$ cat config.mk
export PLATFORM = sky130hd
export DESIGN_NAME = bh_bank_driver
export DESIGN_NICKNAME = d
export VERILOG_FILES = /design/src/rtl/bh_bank_driver.sv
export SDC_FILE = /design/constraint.sdc
export NUM_CORES = 1
export LEC_CHECK = 0
export ABC_AREA = 1
export CORE_MARGIN = 2
export CORE_UTILIZATION = 40
export CTS_CLUSTER_DIAMETER = 150
export DETAILED_ROUTE_END_ITERATION = 8
export MAX_ROUTING_LAYER = met4
export PLACE_DENSITY_LB_ADDON = 0.1
export SYNTH_ARGS = -nofsm -noshare
export SYNTH_HDL_FRONTEND = slang
export SYNTH_SLANG_ARGS = --single-unit
$ cat constraint.sdc
create_clock -name clk -period 1.7 [get_ports clk]
set_input_delay 0.255 -clock clk [delete_from_list [all_inputs] [get_ports clk]]
set_output_delay 0.255 -clock clk [all_outputs]
set_load 0.03 [all_outputs]
$ cat src/rtl/bh_bank_driver.sv
// bh_bank_driver
//   Command-side driver for a bank of W BH flip-flops. A target word is
//   accepted over a valid/ready handshake. One BH command vector is issued
//   to the bank, and the bank's Q outputs are read back and compared with
//   the target. On a mismatch the command is re-issued, up to MAX_RETRY
//   times, before an error pulse is raised.
//
//   BH encoding per bit: 00 complement, 01 set to 1, 10 set to 0, 11 hold.
//   The bank starts with Q = all 1.
//
//   Optional build macro: BH_TOGGLE_EN
//     When defined, every differing bit is driven with the complement
//     command (00). When undefined, only explicit set/clear commands are
//     used, and 00 is never driven.
//
// Ports
//   clk        system clock; all state changes on the rising edge
//   rst        synchronous active-high reset
//   tgt_data   target Q value for the bank
//   tgt_valid  tgt_data is valid
//   tgt_ready  block can accept a target (only in IDLE)
//   q_fb       Q outputs fed back from the bank
//   B, H       registered per-bit BH command to the bank
//   busy       a transaction is in progress
//   done       one-cycle pulse: target reached
//   err        one-cycle pulse: retries exhausted
//   retry_cnt  retries used by the current or last transaction

module bh_bank_driver #(
  parameter int W         = 4,
  parameter int MAX_RETRY = 2,
  parameter int RETRY_W   = 2
) (
  input  logic               clk,
  input  logic               rst,
  input  logic [W-1:0]       tgt_data,
  input  logic               tgt_valid,
  output logic               tgt_ready,
  input  logic [W-1:0]       q_fb,
  output logic [W-1:0]       B,
  output logic [W-1:0]       H,
  output logic               busy,
  output logic               done,
  output logic               err,
  output logic [RETRY_W-1:0] retry_cnt
);

  localparam logic [RETRY_W-1:0] MAX_RC = RETRY_W'(MAX_RETRY);
  localparam logic [W-1:0]       ALL1   = {W{1'b1}};

  typedef enum logic [1:0] {
    IDLE  = 2'd0,
    APPLY = 2'd1,
    CHECK = 2'd2
  } state_t;

  state_t             state, state_nxt;
  logic [W-1:0]       target, target_nxt;
  logic [W-1:0]       shadow, shadow_nxt;
  logic [W-1:0]       b_nxt, h_nxt;
  logic               done_nxt, err_nxt;
  logic [RETRY_W-1:0] retry_nxt;

  // Builds the BH command that moves the bank from cur to tgt. Bits that
  // already agree are held. The result is packed as {B, H}.
  function automatic logic [2*W-1:0] bh_cmd(input logic [W-1:0] cur,
                                            input logic [W-1:0] tgt);
    logic [W-1:0] diff;
    diff = cur ^ tgt;
`ifdef BH_TOGGLE_EN
    return {~diff, ~diff};
`else
    return {~(diff & tgt), ~(diff & ~tgt)};
`endif
  endfunction

  assign tgt_ready = (state == IDLE);
  assign busy      = (state != IDLE);

  // State register for the IDLE -> APPLY -> CHECK handshake sequence.
  always_ff @(posedge clk) begin
    if (rst) begin
      state <= IDLE;
    end else begin
      state <= state_nxt;
    end
  end

  // Datapath registers. Reset sets the shadow to all 1 so that it agrees
  // with the bank's power-up value. Reset also drops any in-flight
  // transaction without producing a done or err pulse.
  always_ff @(posedge clk) begin
    if (rst) begin
      target    <= '0;
      shadow    <= ALL1;
      B         <= ALL1;
      H         <= ALL1;
      done      <= 1'b0;
      err       <= 1'b0;
      retry_cnt <= '0;
    end else begin
      target    <= target_nxt;
      shadow    <= shadow_nxt;
      B         <= b_nxt;
      H         <= h_nxt;
      done      <= done_nxt;
      err       <= err_nxt;
      retry_cnt <= retry_nxt;
    end
  end

  // Next-state and next-register logic. B/H default to hold, so the
  // command is present only for the single APPLY cycle that follows an
  // accept or a retry. The shadow assumes success when APPLY completes.
  // If CHECK then sees a mismatch, the shadow is replaced with the real
  // bank value, and any retry command is computed from that value.
  always_comb begin
    state_nxt  = state;
    target_nxt = target;
    shadow_nxt = shadow;
    b_nxt      = ALL1;
    h_nxt      = ALL1;
    done_nxt   = 1'b0;
    err_nxt    = 1'b0;
    retry_nxt  = retry_cnt;
    case (state)
      IDLE: begin
        if (tgt_valid) begin
          target_nxt     = tgt_data;
          retry_nxt      = '0;
          {b_nxt, h_nxt} = bh_cmd(shadow, tgt_data);
          state_nxt      = APPLY;
        end
      end
      APPLY: begin
        shadow_nxt = target;
        state_nxt  = CHECK;
      end
      CHECK: begin
        if (q_fb == target) begin
          done_nxt  = 1'b1;
          state_nxt = IDLE;
        end else if (retry_cnt < MAX_RC) begin
          retry_nxt      = retry_cnt + RETRY_W'(1);
          shadow_nxt     = q_fb;
          {b_nxt, h_nxt} = bh_cmd(q_fb, target);
          state_nxt      = APPLY;
        end else begin
          err_nxt    = 1'b1;
          shadow_nxt = q_fb;
          state_nxt  = IDLE;
        end
      end
      default: begin
        state_nxt = IDLE;
      end
    endcase
  end

endmodule
Word-level counts from Yosys, hierarchy flattened

Cells that the tools add are included.

Word-level logic and storage cells: 58
Output and inout bits: 14
Bits in registers: 22
Input bits: 11

Add/subtract/negate cells: 1
Eq/ne operators: 6
Bitwise logic cells: 13
Reductions and logical operators: 9
Multiplexer cells: 20
$lt $le $gt $ge: 1

Operators by type and width:

| cell                  | count |
|---|---|
| $mux W4               | 7 |
| $not A4 Y4            | 6 |
| $pmux W4 S2           | 3 |
| $and A4 B4 Y4         | 4 |
| $mux W2               | 4 |
| $xor A4 B4 Y4         | 2 |
| $ne A2 B2 Y1 const B  | 3 |
| $pmux W2 S3           | 1 |
| $reduce_bool A2 Y1    | 3 |
| $eq A4 B4 Y1          | 1 |
| $mux W1               | 4 |
| $pmux W2 S2           | 1 |
| $reduce_and A2 Y1     | 2 |
| $reduce_and A4 Y1     | 1 |
| $reduce_or A3 Y1      | 1 |
| $add A2 B1 Y2 const B | 1 |
| $eq A2 B1 Y1 const B  | 1 |
| $eq A2 B2 Y1 const B  | 1 |
| $logic_not A2 Y1      | 1 |
| $lt A2 B2 Y1 const B  | 1 |
| $reduce_or A2 Y1      | 1 |
| $not A1 Y1            | 1 |

Logic depth before layout (Yosys ltp)

Gate-level depths: netlist (run 1).

Depth after elaboration: 6
Depth in mapped cells: 10
Gate-level depth less buffers: 10

Worst setup path before layout (run 1)

No wires, ideal clock.

Path type: reg2reg
Start point: register state[0]
End point: register B[3]
Cell stages (with the launch flop): 7
Library setup time: 0.111 ns
Period minus slack after synthesis: 1.332 ns
Setup slack: 0.368 ns
Data arrival time: 1.221 ns
Buffers on the path: 0
Required time: 1.589 ns
Cell sequence: dfxtp_1 > nor2_2 > nand2_4 > clkinv_2 > nand3_1 > o21ai_2 > inv_2

Longest elaborated chain between the ends: 2
Elaborated cells on any way between the ends: 3
Those cells by class: 1 x eq/ne; 1 x mux; 1 x reduce/logical

Ends and longest elaborated chain:

| item                     | line | RTL |
|---|---|---|
| start: declaration       | 57   | `state_t state, state_nxt;` |
| start signal: assignment | 85   | `state <= state_nxt;` |
| $logic_not A2 Y1         | --   |  |
| via tgt_ready            | 38   | `output logic tgt_ready,` |
| $pmux W4 S2              | 126  | `case (state)` |
| end signal: assignment   | 104  | `B <= b_nxt;` |
| end: declaration         | 40   | `output logic [W-1:0] B,` |

The timed path passes the listed nets, and every way through them passes these cells.
A chain may end at the register's enable or synchronous reset.

Final worst setup path (run 1)

Start point: register state[0]
End point: output busy

Longest elaborated chain between the ends: 1

Ends and longest elaborated chain:

| item               | line | RTL |
|---|---|---|
| $reduce_bool A2 Y1 | 78   | `assign busy = (state != IDLE);` |
| end: declaration   | 42   | `output logic busy,` |

Every way passes these cells.

==> impl_metrics.csv, run 1 <==
group,metric,value,unit
logic_synthesis,synth.distinct_cells,24,
worst_setup_path,crit_slowest_cell,"dfxtp_1",
worst_setup_path,path_cells,"nor2_2 -> inv_1 -> dlygate4sd2_1",
global_routing,grt_overflow,0,
sta,setup_violations,0,
global_routing,antenna_found_initial,0,
worst_setup_path,crit_buf_inv,2,
placement,hpwl,1760,um
worst_setup_path,startpoint_type,"flip-flop",
logic_synthesis,synth_nets,164,
power_and_ir_drop,pwr-share-clk,0.267,
global_routing,grt_start_max_net_pins,13,
finish,fin_nets,197,
clock_tree,cts_tree,"built",
worst_setup_path,r2r-start,"target[0]",
finish,layout_commonest_cell,"nand2_1",
die,dieArea,3151,sq um
global_routing,grt_pass1_vias,918,
clock_tree,htree_levels,1,
route,viasPerCell,4.836,
sta,whs,0.4759,ns
route,wl_met2,1097,um
sta,rsz0062_at_grt,"no",
finish,n_antenna_cell,0,
route,wl_met3,115,um
sta,worst_pin_slew,0.3131,ns
run_status,status,"finished, final reports clean",
logic_synthesis,postSynthCellCount,145,
die,die-width,56.14,um
min_path,hp-class,"reg2reg",
sta,tns,0,ns
worst_setup_path,ff2ff_path_depth,9,
finish,area_growth,31.88,%
logic_synthesis,ys_seq_area_frac,0.4051,
power_and_ir_drop,power.leakage,0.0006790,uW
power_and_ir_drop,power.density,786.7,nW/um^2
sta,drv_slew,0,
logic_synthesis,synthXorXnorAreaFrac,0,
logic_synthesis,synth_top_family_by_area,"simple AND/OR/NAND/NOR gates",
route,highest_layer,"met4",
sta,hold_viol,0,
logic_synthesis,ys_warn_count,0,
finish,utilization,0.5685,
clock_tree,cts-root-buf,"clkbuf_4",
power_and_ir_drop,pwr-share-comb,0.226,
route,drcViolationCount,0,
worst_setup_path,crit_family,"flip-flops",
sta,skew,0.004897,ns
route,wl_per_cell,11.07,um
global_routing,grt_pass1_wl,3974,um
route,ant_nets,0,
die,coreArea,2522,sq um
power_and_ir_drop,internal-power,783.8,uW
placement,place_ws,-0.1914,ns
logic_synthesis,postSynthAreaPerCell,7.499,sq um
die,start_util,0.4311,
worst_setup_path,slowest_delay,0.48,ns
worst_setup_path,ff2ff_setup_slack,0.26,ns
placement,gp_congestion,0.8280,
min_path,min_from,"shadow[2]",
die,io_pins,25,
placement,portBuffers,24,
power_and_ir_drop,p_sw,344.3,uW
logic_synthesis,synth_area,1087,sq um
finish,drive_above_1_share,0.1412,
clock_tree,path_clk_slew,0.13,ns
power_and_ir_drop,peakVddDrop,0.6051,mV
power_and_ir_drop,p_seq_frac,0.507,
route,m1WireLength,1059,um
worst_setup_path,required,1.44,ns
logic_synthesis,synth-compound-area-share,0.09896,
clock_tree,clock_path_buffers,2,
clock_tree,cts-buffers-inserted,3,
worst_setup_path,critical_path.endpoint_type,"output port",
power_and_ir_drop,p_total,1128,uW
worst_setup_path,cp_max_fo,5,
min_path,hold_end,"shadow[2]",
sta,timing.fmax,627.8,MHz
flow_run,maxCapViolations,0,
worst_setup_path,rr_endpoint,"B[0]",
min_path,hold_depth,2,
logic_synthesis,synthMuxAreaShare,0,
die,die_h,56.14,um
power_and_ir_drop,p_sw_frac,0.3052,
logic_synthesis,ys_ff_latch,22,
worst_setup_path,crit_type,"reg2out",
route,firstDrtPassIters,4,
logic_synthesis,synthAdderAreaFrac,0.09206,
logic_synthesis,synthSimpleGateAreaFrac,0.3072,
clock_tree,clock_latency,0.32,ns
die,num_rows,18,
sta,fin_crit,1.593,ns
clock_tree,clock_sinks,22,
worst_setup_path,worst_ep_arrival_time,1.34,ns
finish,final_cell_mix,"nand2_1 (39), dfxtp_1 (22), clkdlybuf4s50_1 (20)",
sta,fin_crit_sh,0.9370,
finish,fillers,257,
route,vias,1001,
route,dr.first_iter.drc_count,13,
sta,fin_ws,0.1071,ns
route,drt_wl_total,2291,um
clock_tree,postCtsHoldBufs,0,
global_routing,track_usage,0.1640,
sta,slew_headroom,0.7909,
-- power by group through the flow --
stage,Combinational [uW],Sequential (uW),Clock [uW]
3_3_place_gp,260,583,0
6_report,255,572,301
4_1_cts,258,572,313
2_1_floorplan,140,602,0
5_1_grt,286,577,328
3_5_place_dp,261,584,0
-- final cells by class --
type                    instances  area, sq um  share of cell area
inverters                      26        101.3             0.07068
well taps                      30        37.54             0.02618
clock buffers                   4        36.28             0.02531
repair buffers                 29        276.5              0.1928
flip-flops and latches         22        440.4              0.3072
multi-input cells              96        541.8              0.3778
-- cells in the mapped netlist --
master	n	area (sq um)
dfxtp_1	22	440.4
inv_4	1	6.260
nor2_1	13	48.80
nor2_8	1	20.02
a211oi_1	2	15.01
o21ai_2	2	17.52
o21ai_0	4	20.02
nand3_1	10	50.05
a21oi_1	3	15.01
clkinv_2	1	5.000
nand2_4	2	22.52
inv_1	18	67.56
nor2_2	1	6.260
o21ai_1	2	10.01
nor2_4	2	22.52
o31ai_1	1	7.510
ha_1	8	100.1
nand2_1	39	146.4
o21a_1	1	7.510
nor3_1	1	5.000
nand4_1	2	12.51
inv_2	6	22.52
a22oi_1	2	15.01
clkbuf_1	1	3.750
-- metal layers --
metal | global-route usage | up-vias
met5 | - | -
met4 | 0.04082 | 0
met3 | 0.05116 | 2
met2 | 0.2622 | 28
met1 | 0.2014 | 452
li1 | - | 519
-- flip-flops by register name, summed over array words and instances (netlist names) --
register,cells
shadow,4
H,4
B,4
retry_cnt,2
err,1
done,1
target,4
state,2
-- cells by family after synthesis --
kind of cell | count (synthesis)
buf+inv | 27
compound gates | 17
simple gates | 71
flops | 22
fa+ha+maj | 8
-- per-stage QoR --
stage               std cells  instance area, sq um
finish                    207                  1434
global route              207                  1434
CTS                       207                  1431
detailed placement        203                  1399
global placement          203                  1399
floorplan                 145                  1087
-- repair_timing --
| action | in CTS | in global routing |
|---|---|---|
| gates resized for setup | 3 | 1 |
| buffers inserted | 0 | 0 |
| endpoints found under the setup margin | 3 | 1 |
-- worst reg2reg max path: cells and delay by family, from the launching register on --
kind	cells	cell delay [ns]
AND/OR/NAND/NOR	5	0.51
flip-flops	1	0.42
adder cells (fa/ha/maj)	1	0.27
AO/OA/AOI/OAI	1	0.09
buffers and inverters	2	0.07
-- worst max path at each step --
stage / startpoint / end / slack [ns] / cells after the start
after global routing: state[0] / busy / 0.02 / 3
after detailed placement: q_fb[3] / B[0] / -0.19 / 11
after floorplan: state[0] / B[3] / 0.37 / 6
after CTS: retry_cnt[0] / retry_cnt[0] / 0.04 / 1
final: state[0] / busy / 0.11 / 3
after global placement: q_fb[0] / B[0] / -0.18 / 11
No activity file was read; power rests on OpenSTA's default activity.
==> inputs of run 2 (changes only) <==
--- a/config.mk
+++ b/config.mk
@@ -7,7 +7,7 @@
 export LEC_CHECK = 0
 export ABC_AREA = 1
 export CORE_MARGIN = 2
-export CORE_UTILIZATION = 40
+export CORE_UTILIZATION = 48
 export CTS_CLUSTER_DIAMETER = 150
 export DETAILED_ROUTE_END_ITERATION = 8
 export MAX_ROUTING_LAYER = met4
==> run 2 against run 1 <==
- via count rose by 1.8%
- global-route usage rose by 5.1 points
- final cell count did not move
- non-clock buffer count rose by 2
- core utilization rose by 10 points
- flip-flop and latch count did not move
- largest cell class unchanged
- largest power group unchanged
==> impl_metrics.csv, run 2 (synthesized netlist as in run 1, its figures left out) <==
group,metric,value,unit
sta,setup_violations,0,
clock_tree,clock_sinks,22,
worst_setup_path,startpoint_type,"flip-flop",
clock_tree,cts_tree,"built",
worst_setup_path,ff2ff_setup_slack,0.28,ns
worst_setup_path,worst_ep_arrival_time,1.38,ns
min_path,min_from,"shadow[2]",
worst_setup_path,slowest_delay,0.69,ns
sta,skew,0.008324,ns
worst_setup_path,crit_type,"reg2out",
route,wl_per_cell,11.57,um
sta,fin_ws,0.06781,ns
worst_setup_path,critical_path.endpoint_type,"output port",
sta,worst_pin_slew,0.3129,ns
sta,fin_crit_sh,0.9601,
sta,fin_crit,1.632,ns
global_routing,grt_pass1_wl,4153,um
route,ant_nets,0,
clock_tree,clock_latency,0.31,ns
worst_setup_path,ff2ff_path_depth,9,
finish,fillers,202,
power_and_ir_drop,power.leakage,0.0006887,uW
global_routing,grt_overflow,0,
clock_tree,postCtsHoldBufs,0,
placement,hpwl,1765,um
route,dr.first_iter.drc_count,25,
worst_setup_path,rr_endpoint,"B[2]",
route,firstDrtPassIters,4,
min_path,hold_depth,2,
worst_setup_path,crit_buf_inv,1,
global_routing,use_met1,0.2377,
run_status,status,"finished, final reports clean",
die,num_rows,17,
power_and_ir_drop,power.density,777.9,nW/um^2
clock_tree,cts-buffers-inserted,3,
finish,utilization,0.6684,
die,coreArea,2170,sq um
worst_setup_path,crit_family,"buffers and inverters",
finish,multi_input_area,544.3,sq um
finish,drive_above_1_share,0.1564,
die,io_pins,25,
min_path,hold_end,"shadow[2]",
finish,regArea,440.4,sq um
placement,place_ws,-0.2045,ns
sta,slew_headroom,0.7911,
worst_setup_path,r2r-start,"target[1]",
die,die_h,51.60,um
global_routing,track_usage,0.2150,
power_and_ir_drop,peakVddDrop,0.7442,mV
flow_run,maxCapViolations,0,
clock_tree,htree_levels,1,
sta,timing.fmax,612.7,MHz
route,viasPerCell,4.923,
global_routing,grt_start_max_net_pins,13,
sta,hold_viol,0,
worst_setup_path,cp_max_fo,4,
worst_setup_path,crit_slowest_cell,"clkdlybuf4s50_1",
die,start_util,0.5012,
finish,n_antenna_cell,0,
finish,area_growth,33.37,%
route,drcViolationCount,0,
finish,final_cell_mix,"nand2_1 (38), dfxtp_1 (22), clkdlybuf4s50_1 (21)",
global_routing,grt_use_met3,0.05747,
sta,drv_slew,0,
sta,rsz0062_at_grt,"no",
worst_setup_path,required,1.44,ns
worst_setup_path,path_cells,"clkdlybuf4s50_1",
global_routing,busiest_layer,"met2",
global_routing,grt_util_met2,0.3846,
global_routing,grt_pass1_vias,983,
die,die-width,51.60,um
finish,layout_commonest_cell,"nand2_1",
global_routing,antenna_found_initial,0,
route,drt_wl_total,2395,um
placement,gp_congestion,0.8112,
die,dieArea,2662,sq um
clock_tree,cts-root-buf,"clkbuf_4",
route,vias,1019,
placement,portBuffers,24,
clock_tree,path_clk_slew,0.13,ns
min_path,hp-class,"reg2reg",
clock_tree,clock_path_buffers,2,
finish,fin_nets,199,
-- run 2: cell count changes in the layout (fill, tap and decap cells not counted), sizes merged --
cell           change
clkdlybuf4s50      +1
buf                +2
dlygate4sd2        -1
-- run 2: worst min-delay path, cell delays in order, from the launching register on --
cell and delay, ns:
dfxtp_1 0.34, nand2_1 0.06, nand3_1 0.05
-- run 2: worst max-delay path by stage --
stage | from | endpoint | slack, ns | cells after the start
global placement | q_fb[3] | B[0] | -0.18 | 11
finish | retry_cnt[0] | retry_cnt[0] | 0.07 | 1
detailed placement | q_fb[3] | B[0] | -0.20 | 11
CTS | retry_cnt[1] | retry_cnt[1] | 0.01 | 1
global route | retry_cnt[0] | retry_cnt[0] | 0.008 | 1
floorplan | state[0] | B[3] | 0.37 | 6
-- run 2: area by class of cell --
class	count	area share
repair buffers	31	0.2019
flip-flops and latches	22	0.3037
clock buffers	4	0.02502
inverters	26	0.06989
well taps	28	0.02416
multi-input cells	96	0.3753
-- run 2: layer usage --
metal	up-vias	share of wire
met5	-	0
met4	0	0.0058
met3	2	0.048
met2	27	0.50
met1	464	0.45
li1	526	-
-- run 2: repair_timing --
item,in CTS,in global routing
setup buffers,0,1
resized for setup,2,2
pin swaps,0,1
endpoints found under the setup margin,2,2
-- run 2: through the flow --
step                      hold WS [ns]  TNS [ns]  instances  power [uW]  cell area (sq um)
after floorplan                 0.3756         0        145       741.9               1087
after global placement          0.4515    -1.505        202       844.0               1404
after detailed placement        0.4498    -1.746        202       848.1               1404
after CTS                       0.4798         0        206        1131               1438
after global routing            0.5043         0        207        1194               1450
final                           0.4868         0        207        1128               1450
-- run 2: power breakdown --
part	internal, uW	switching, uW
clock network	131	161
logic	108	158
registers	549	22.2
==> inputs of run 3 (changes only) <==
--- a/config.mk
+++ b/config.mk
@@ -8,7 +8,7 @@
 export ABC_AREA = 1
 export CORE_MARGIN = 2
 export CORE_UTILIZATION = 48
-export CTS_CLUSTER_DIAMETER = 150
+export CTS_CLUSTER_DIAMETER = 80
 export DETAILED_ROUTE_END_ITERATION = 8
 export MAX_ROUTING_LAYER = met4
 export PLACE_DENSITY_LB_ADDON = 0.1
==> constraint.sdc (replaced) <==
create_clock -name clk -period 1.55 [get_ports clk]
set_input_delay 0.2325 -clock clk [delete_from_list [all_inputs] [get_ports clk]]
set_output_delay 0.2325 -clock clk [all_outputs]
set_load 0.03 [all_outputs]
==> run 3 against run 2 <==
- sequential share of layout area shrank 1.6 points
- via count decreased by 0.29%
- final cell count rose by 0.97%
- die area unchanged
- setup slack better by 0.00077 ns
- register-to-register slack worse by 0.13 ns
- critical path depth is 10 higher
- global-route usage is 0.74 points lower
- flip-flop and latch count stayed put
- largest cell class unchanged
==> impl_metrics.csv, run 3 (synthesized netlist as in run 1, its figures left out) <==
group,metric,value,unit
run_status,status,"finished, final reports clean",
worst_setup_path,required,1.78,ns
flow_run,maxCapViolations,0,
worst_setup_path,crit_family,"buffers and inverters",
worst_setup_path,crit_cells,11,
placement,gp_congestion,0.8411,
worst_setup_path,cp_max_fo,6,
power_and_ir_drop,peakVddDrop,0.5592,mV
sta,hold_viol,0,
die,die_h,51.60,um
clock_tree,postCtsHoldBufs,0,
finish,layout_commonest_cell,"nand2_1",
clock_tree,cts-buffers-inserted,3,
route,firstDrtPassIters,4,
route,viasPerCell,4.861,
finish,fin_nets,201,
route,ant_nets,0,
route,wl_per_cell,11.85,um
die,start_util,0.5012,
power_and_ir_drop,p_total,1386,uW
clock_tree,cts_setup_buffers,0,
clock_tree,cts_tree,"built",
sta,rsz0062_at_grt,"yes",
global_routing,grt_pass1_wl,3933,um
clock_tree,htree_levels,1,
clock_tree,path_clk_slew,0.13,ns
placement,portBuffers,24,
finish,regArea,440.4,sq um
finish,final_cell_mix,"nand2_1 (34), dfxtp_1 (22), inv_1 (18)",
finish,n_antenna_cell,0,
worst_setup_path,crit_buf_inv,4,
route,drt_wl_total,2477,um
die,coreArea,2170,sq um
global_routing,grt_start_max_net_pins,14,
sta,timing.fmax,675.0,MHz
worst_setup_path,crit_type,"in2reg",
finish,fillers,177,
placement,hpwl,1852,um
route,dr.first_iter.drc_count,14,
sta,tns,0,ns
die,io_pins,25,
placement,placedCellCount,205,
finish,area_growth,40.97,%
worst_setup_path,crit_slowest_cell,"clkdlybuf4s50_1",
worst_setup_path,rr_endpoint,"B[2]",
min_path,hold_depth,2,
global_routing,antenna_found_initial,0,
clock_tree,clock_latency,0.31,ns
sta,setup_violations,0,
min_path,hold_end,"shadow[2]",
global_routing,grt_overflow,0,
worst_setup_path,worst_ep_arrival_time,1.71,ns
sta,fin_ws,0.06858,ns
global_routing,grt_pass1_vias,914,
sta,worst_pin_slew,0.3198,ns
worst_setup_path,startpoint_type,"input port",
sta,skew,0.002225,ns
sta,slew_headroom,0.7864,
worst_setup_path,critical_path.endpoint_type,"flip-flop",
die,die-width,51.60,um
sta,drv_slew,0,
worst_setup_path,r2r-start,"target[3]",
worst_setup_path,ff2ff_path_depth,9,
route,drcViolationCount,0,
route,vias,1016,
finish,multi_input_area,586.8,sq um
clock_tree,clock_sinks,22,
power_and_ir_drop,power.density,904.5,nW/um^2
finish,drive_above_1_share,0.2155,
worst_setup_path,path_cells,"clkdlybuf4s50_1 -> inv_1 -> ha_1 -> nand2_2 -> inv_1 -> nand2_2 -> nand2_4 -> nor2_8 -> nand2_1 -> o21ai_2 -> inv_2",
sta,fin_crit_sh,0.9558,
clock_tree,cts-root-buf,"clkbuf_4",
worst_setup_path,slowest_delay,0.48,ns
min_path,hp-class,"reg2reg",
power_and_ir_drop,power.leakage,0.0007185,uW
clock_tree,clock_path_buffers,2,
placement,place_ws,-0.3371,ns
die,dieArea,2662,sq um
sta,fin_crit,1.481,ns
finish,fin_cells,209,
die,num_rows,17,
worst_setup_path,ff2ff_setup_slack,0.15,ns
global_routing,track_usage,0.2076,
min_path,min_from,"shadow[2]",
run 3: changes by cell type in the layout (fill, tap and decap cells not counted), sizes merged:
cell,previous run,this run
buf,7,9
bufinv,0,1
clkdlybuf4s50,21,10
dlygate4sd2,2,5
dlymetal6s2s,1,8
run 3: tightest hold or removal path, stage by stage, from the launching register on:
cell and delay [ns]:
dfxtp_1 0.34, nand2_1 0.06, nand3_1 0.05
run 3: worst max-delay path by stage:
stage                     endpoint  slack (ns)      from
final                         B[2]        0.07   q_fb[3]
after global routing          B[3]       -0.02   q_fb[1]
after CTS                     B[2]       0.006      B[2]
after detailed placement      B[0]       -0.34   q_fb[3]
after global placement        B[0]       -0.32   q_fb[3]
after floorplan               B[3]        0.22  state[0]
run 3: power breakdown:
part | switching [uW] | internal, uW
clock | 186 | 262
sequential | 23.7 | 602
combinational | 187 | 127
total | 396 | 990
run 3: final cells by class:
cell class              instances  area share
repair buffers                 33      0.2065
clock buffers                   3     0.01469
flip-flops and latches         22      0.2873
well taps                      28     0.02286
clock inverters                 1     0.01959
inverters                      26     0.06612
multi-input cells              96      0.3829
run 3: per-stage QoR:
| step | hold WS, ns | instance area, sq um | utilization |
|---|---|---|---|
| 6_report | 0.4843 | 1533 | 0.7065 |
| 5_1_grt | 0.5108 | 1533 | 0.7065 |
| 4_1_cts | 0.4897 | 1474 | 0.6794 |
| 3_5_place_dp | 0.4498 | 1426 | 0.6574 |
| 3_3_place_gp | 0.4508 | 1426 | 0.6574 |
| 2_1_floorplan | 0.3531 | 1087 | - |
run 3: repair_timing:
item / CTS / global route
setup endpoints to repair: 8 / 22
pin swaps: 0 / 4
endpoints found under the hold margin: 0 / 0
resized for setup: 7 / 20
gates cloned: 0 / 0
run 3: metal layers:
metal	track usage	wire length (um)	up-vias
li1	-	-	526
met1	0.2468	1138	467
met4	0.07895	38	0
met2	0.3526	1203	18
met3	0.03448	97	5
met5	-	0	-
==> edit 1, RTL diff (config.mk and constraints of run 2) <==
Build with the macro `BH_TOGGLE_EN` defined.
--- a/src/rtl/bh_bank_driver.sv
+++ b/src/rtl/bh_bank_driver.sv
@@ -25,6 +25,8 @@
 //   done       one-cycle pulse: target reached
 //   err        one-cycle pulse: retries exhausted
 //   retry_cnt  retries used by the current or last transaction
+
+`define BH_TOGGLE_EN
 
 module bh_bank_driver #(
   parameter int W         = 4,
Check against the original RTL: not equivalent (a bounded check fails within 4 cycles, from zero or initial values and one cycle with rst high).
==> edit 1 against run 2 <==
Total power shrank 10%; sequential share of layout area grew 1.1 points; clock power decreased by 6%; synthesized cell count fell by 9.7%; routed wire length fell by 14%; core utilization fell by 1.2 points; setup slack gained 17 ps; synthesized area fell by 18%; register-to-register slack improved by 50 ps; sequential cell count shrank 4; final area down 21%; clock skew shrank 7.4 ps; critical endpoint unchanged; largest cell class unchanged.
==> edit 1: results (changes against run 2) <==
## Run status
- result of the run: finished clean

## Placed design
- Placement Setup Slack: -24.7 ps, +180 ps
- HPWL reported at the end of detailed placement: 1580 um, -10%
- post-place instance area: 1110 sq um, -21%
- placer congestion estimate: 0.892, +9.9%
- number of port buffers: 24, unchanged

## Setup path
- worst endpoint data arrival time: 1360 ps, -20 ps
- Worst path max stage delay: 680 ps
- Worst Reg2Reg Path Length in Cells: 6, -3
- slack of the worst reg-to-reg path: 330 ps, +50 ps
- Crit path max-delay family: buffers and inverters
- biggest fanout along the worst timing path: 3, -1
- critical path's slowest cell: clkdlybuf4s50_1

## Power and ir drop
- maximum VDD drop: 642 uV, -14%
- Leakage: 0.516 nW, -25%

## Synthesis
- part of the Yosys area used for sequential elements: 40.4%, -0.057 points
- fraction of the mapped netlist area in adder cells: 0%, -9.2 points
- count of unique library cells instantiated by Yosys: 18, -25%
- ranking of synthesized cells by area: dfxtp_1 40%, nand2_1 16%, nand3_1 7.9%, a21oi_1 5.1%, o21ai_1 5.1%
- number of warnings reported in the yosys synthesis log: 0, unchanged
- multiplexer share of the synthesized area: 0%, unchanged
- Mean Syn Cell Area: 6.80 sq um, -9.3%
- list of most frequent post-synthesis cells: 37 x nand2_1, 18 x dfxtp_1, 14 x nand3_1
- predominant post-synthesis flop cell: dfxtp_1
- Post-Syn Nets: 142, -13%
- xor and xnor fraction of the mapped netlist area: 1.97%, +2.0 points
- compound-cell area share of the yosys netlist: 12.4%, +2.5 points

## Global route
- vias in the first global route: 851, -13%
- global-route wire length before repair: 3440 um, -17%
- aggregate global-route resource usage: 23.5%, +2.0 points
- pin count of the biggest net entering global routing: 19, +6
- number of antenna violations at the first check in global routing: 0, unchanged

## Clock network
- Clock Pin Slew Worst Setup and Hold Paths: 100 ps, -30 ps
- number of post-CTS setup repair buffers: 0, unchanged
- clock tree buffer depth: 2, unchanged
- number of instances resized during post-cts repair: 2, unchanged
- H-tree levels: 1, unchanged
- Root Buffer Master: clkbuf_4
- Skew-Pair Late Insertion Delay: 310 ps, about the same

## Timing
- final period demand of the worst path: 1610 ps, -17.3 ps
- clock tree skew after final layout: 0.910 ps, -7.41 ps
- worst rel slew slack: 73.8%, -5.3 points

## Cells and area
- antenna diode count: 0, unchanged
- biggest registers after layout: H x4, shadow x4, target x4
- fraction of final layout cells sized beyond drive strength 1: 8.50%, -7.1 points
- non-filler instance count after layout: 178, -14%
- net count of the finished layout: 165, -17%

## Routing
- Iteration-0 DRC Markers: 31, +24%
- number of vias per cell: 5.13, +4.3%
- DRC: 0, unchanged
- drt first pass iters: 5, +1
- wire length after detailed routing: 2060 um, -14%

## Min path
- type of the worst min-delay path: register to register
- cell depth of the worst hold path: 2, unchanged

==> edit 1: changes by cell type after synthesis, sizes merged, moves of 4 or more <==
cell          run 2  this run
buf               0         6
a21oi             3         9
dfxtp            22        18
nand3            10        14
nor2             17        11
ha                8         0
inv              25        15
o21ai             8        13
==> edit 1: worst paths after layout <==
| path | from | end |
|---|---|---|
| worst min-delay path | target[3] | target[3] |
| worst min register to register | target[3] | target[3] |
| worst max register to register | state[1] | retry_cnt[1] |
| worst max-delay path | retry_cnt[0] | retry_cnt[0] |
==> edit 1: cell families (layout without fill, tap and decap cells) <==
logic type                count (synthesis)  in the layout
and+or+nand+nor                          67             67
xor gates and xnor gates                  2              2
DFF                                      18             18
AOI/OAI and AO/OA                        22             22
buffers and inverters                    22             44
==> edit 1: layout make-up <==
| type | instances | area (sq um) |
|---|---|---|
| repair buffers | 24 | 240 |
| inverters | 16 | 60.1 |
| flip-flops and latches | 18 | 360 |
| multi-input cells | 91 | 418 |
| well taps | 25 | 31.3 |
| fillers | 164 | 599 |
| clock buffers | 4 | 36.3 |
==> edit 1: metal layers <==
| layer | up-vias | GRT usage, % | part of all wire (%) |
|---|---|---|---|
| li1 | 463 | - | - |
| met1 | 410 | 25.8 | 44 |
| met2 | 36 | 38.4 | 48 |
| met3 | 5 | 6.54 | 6.2 |
| met4 | 0 | 12.2 | 1.8 |
| met5 | - | - | 0 |
==> edit 1: power by group <==
group | internal [mW] | switching (mW) | total [mW]
logic | 0.105 | 0.155 | 0.261
registers | 0.455 | 0.0237 | 0.478
clock network | 0.131 | 0.143 | 0.274
total | 0.691 | 0.322 | 1.01
==> edit 1: through the flow <==
step | setup TNS (ps) | utilization [%] | hold WS [ps]
6_report | 0 | 65.7 | 480
4_1_cts | 0 | 65.5 | 484
2_1_floorplan | 0 | - | 324
3_5_place_dp | -40.5 | 63.6 | 467
3_3_place_gp | 0 | 63.6 | 458
5_1_grt | 0 | 65.7 | 521
==> edit 1: tightest hold or removal path: stages (launching register included) <==
cell     delay, ps
dfxtp_1        330
inv_2           60
a21oi_1         50
==> edit 2, RTL diff (settings of run 2) <==
Without the edit above. The output `err` loses its register stage (`err` becomes a continuous assignment). Comments in the files are not updated.
--- a/src/rtl/bh_bank_driver.sv
+++ b/src/rtl/bh_bank_driver.sv
@@ -96,7 +96,6 @@
       B         <= ALL1;
       H         <= ALL1;
       done      <= 1'b0;
-      err       <= 1'b0;
       retry_cnt <= '0;
     end else begin
       target    <= target_nxt;
@@ -104,10 +103,11 @@
       B         <= b_nxt;
       H         <= h_nxt;
       done      <= done_nxt;
-      err       <= err_nxt;
       retry_cnt <= retry_nxt;
     end
   end
+
+  assign err = err_nxt;
 
   // Next-state and next-register logic. B/H default to hold, so the
   // command is present only for the single APPLY cycle that follows an
Behaviour: not the same (a bounded check fails within 10 cycles, from zero or initial values and one cycle with rst high).
==> edit 2 against run 2 <==
Total power is 1.6% lower; final area is 5.1% higher; non-clock buffer count is 6 higher; largest power group unchanged; clock skew is 6.6 ps lower; setup slack worse by 13 ps; highest routed layer unchanged; routed wire length is 10% higher; synthesized area is 1.0% higher; sequential cell count is 1 lower.
==> edit 2: results (changes against run 2) <==
## Min path
- worst-case hold path end point: shadow[1]
- hold_sp: shadow[1]
- cell depth of the worst hold path: 2, unchanged

## Global route
- pin count of the biggest net entering global routing: 12, -1
- vias in the first global route: 991, +0.81%
- global-route wire length before repair: 4270 um, +2.8%
- aggregate global-route resource usage: 22.1%, +0.56 points

## Power and ir drop
- power attributed to the clock group: 0.235 mW, -20%
- power density of the placed cells: 728 nW/um^2, -6.4%
- Switch Pwr: 0.354 mW, +3.9%
- Leakage: 0.694 nW, +0.75%
- maximum VDD drop: 482 uV, -35%
- reported sequential group power: 0.551 mW, -3.5%

## Placed design
- Placement Setup Slack: -220 ps, -15.6 ps
- Placed Instances: 201, -0.50%
- post-place instance area: 1430 sq um, +1.9%
- placer congestion estimate: 0.839, +3.4%
- HPWL reported at the end of detailed placement: 1920 um, +8.7%

## Run status
- result of the run: finished clean

## Synthesis
- ranking of synthesized cells by area: dfxtp_1 38%, nand2_1 12%, ha_1 9.1%, inv_1 6.2%, nand3_1 4.6%
- list of most frequent post-synthesis cells: 34 x nand2_1, 21 x dfxtp_1, 18 x inv_1
- count of unique library cells instantiated by Yosys: 26, +8.3%
- fraction of the mapped netlist area in adder cells: 9.11%, -0.094 points
- part of the Yosys area used for sequential elements: 38.3%, -2.2 points
- Mean Syn Cell Area: 7.79 sq um, +3.9%
- compound-cell area share of the yosys netlist: 14.4%, +4.5 points

## Cells and area
- fraction of final layout cells sized beyond drive strength 1: 26.8%, +11 points
- layout filler cell count: 184, -8.9%
- area of all sequential standard cells: 424 sq um, -3.7%

## Routing
- drt wl/cell: 12.7 um, +10%
- Iteration-0 DRC Markers: 11, -56%
- via count: 1011, -0.79%

## Setup path
- critical path's slowest cell: dfxtp_1
- critical path startpoint: target[2]
- worst endpoint data arrival time: 1390 ps
- RR Endpoint: H[0]
- Worst Reg2Reg Path Length in Cells: 8, -1
- Worst path max stage delay: 330 ps, -360 ps
- Worst Setup EP: err
- Crit path max-delay family: flip-flops
- slack of the worst reg-to-reg path: 300 ps, +20 ps

## Timing
- Tightest Pin Transition: 333 ps, +20.3 ps
- final hold slack: 472 ps, -14.3 ps
- clock tree skew after final layout: 1.75 ps, -6.57 ps
- setup TNS: 0 ps, unchanged

## Clock network
- Skew-Pair Late Insertion Delay: 290 ps, -20 ps

edit 2: cell types whose count changed in the layout (fill, tap and decap cells not counted), sizes merged, moves of 2 or more:
cell	run 2	this run
nor2	17	19
clkdlybuf4s50	21	16
nand2	41	37
inv	25	21
buf	7	14
dlygate4sd2	2	6
edit 2: repair_timing:
item                                    4_1_cts  5_1_grt
resized for setup                            12        8
hold buffers                                  0        0
setup buffers                                 2        0
pin swaps                                     6        1
endpoints found under the setup margin        3        2
edit 2: layout make-up:
cell class / instances / area share [%]
timing repair buffer: 37 / 21.9
clock buffer: 4 / 1.72
inverter: 21 / 5.17
sequential: 21 / 27.8
multi-input combinational: 96 / 41.1
tap: 28 / 2.30
edit 2: metal layers:
layer  wire length (um)  global-route usage [%]
met1               1120                    27.4
met2               1410                    36.5
met3                 81                    3.45
met4                 23                    7.46
met5                  0                       -
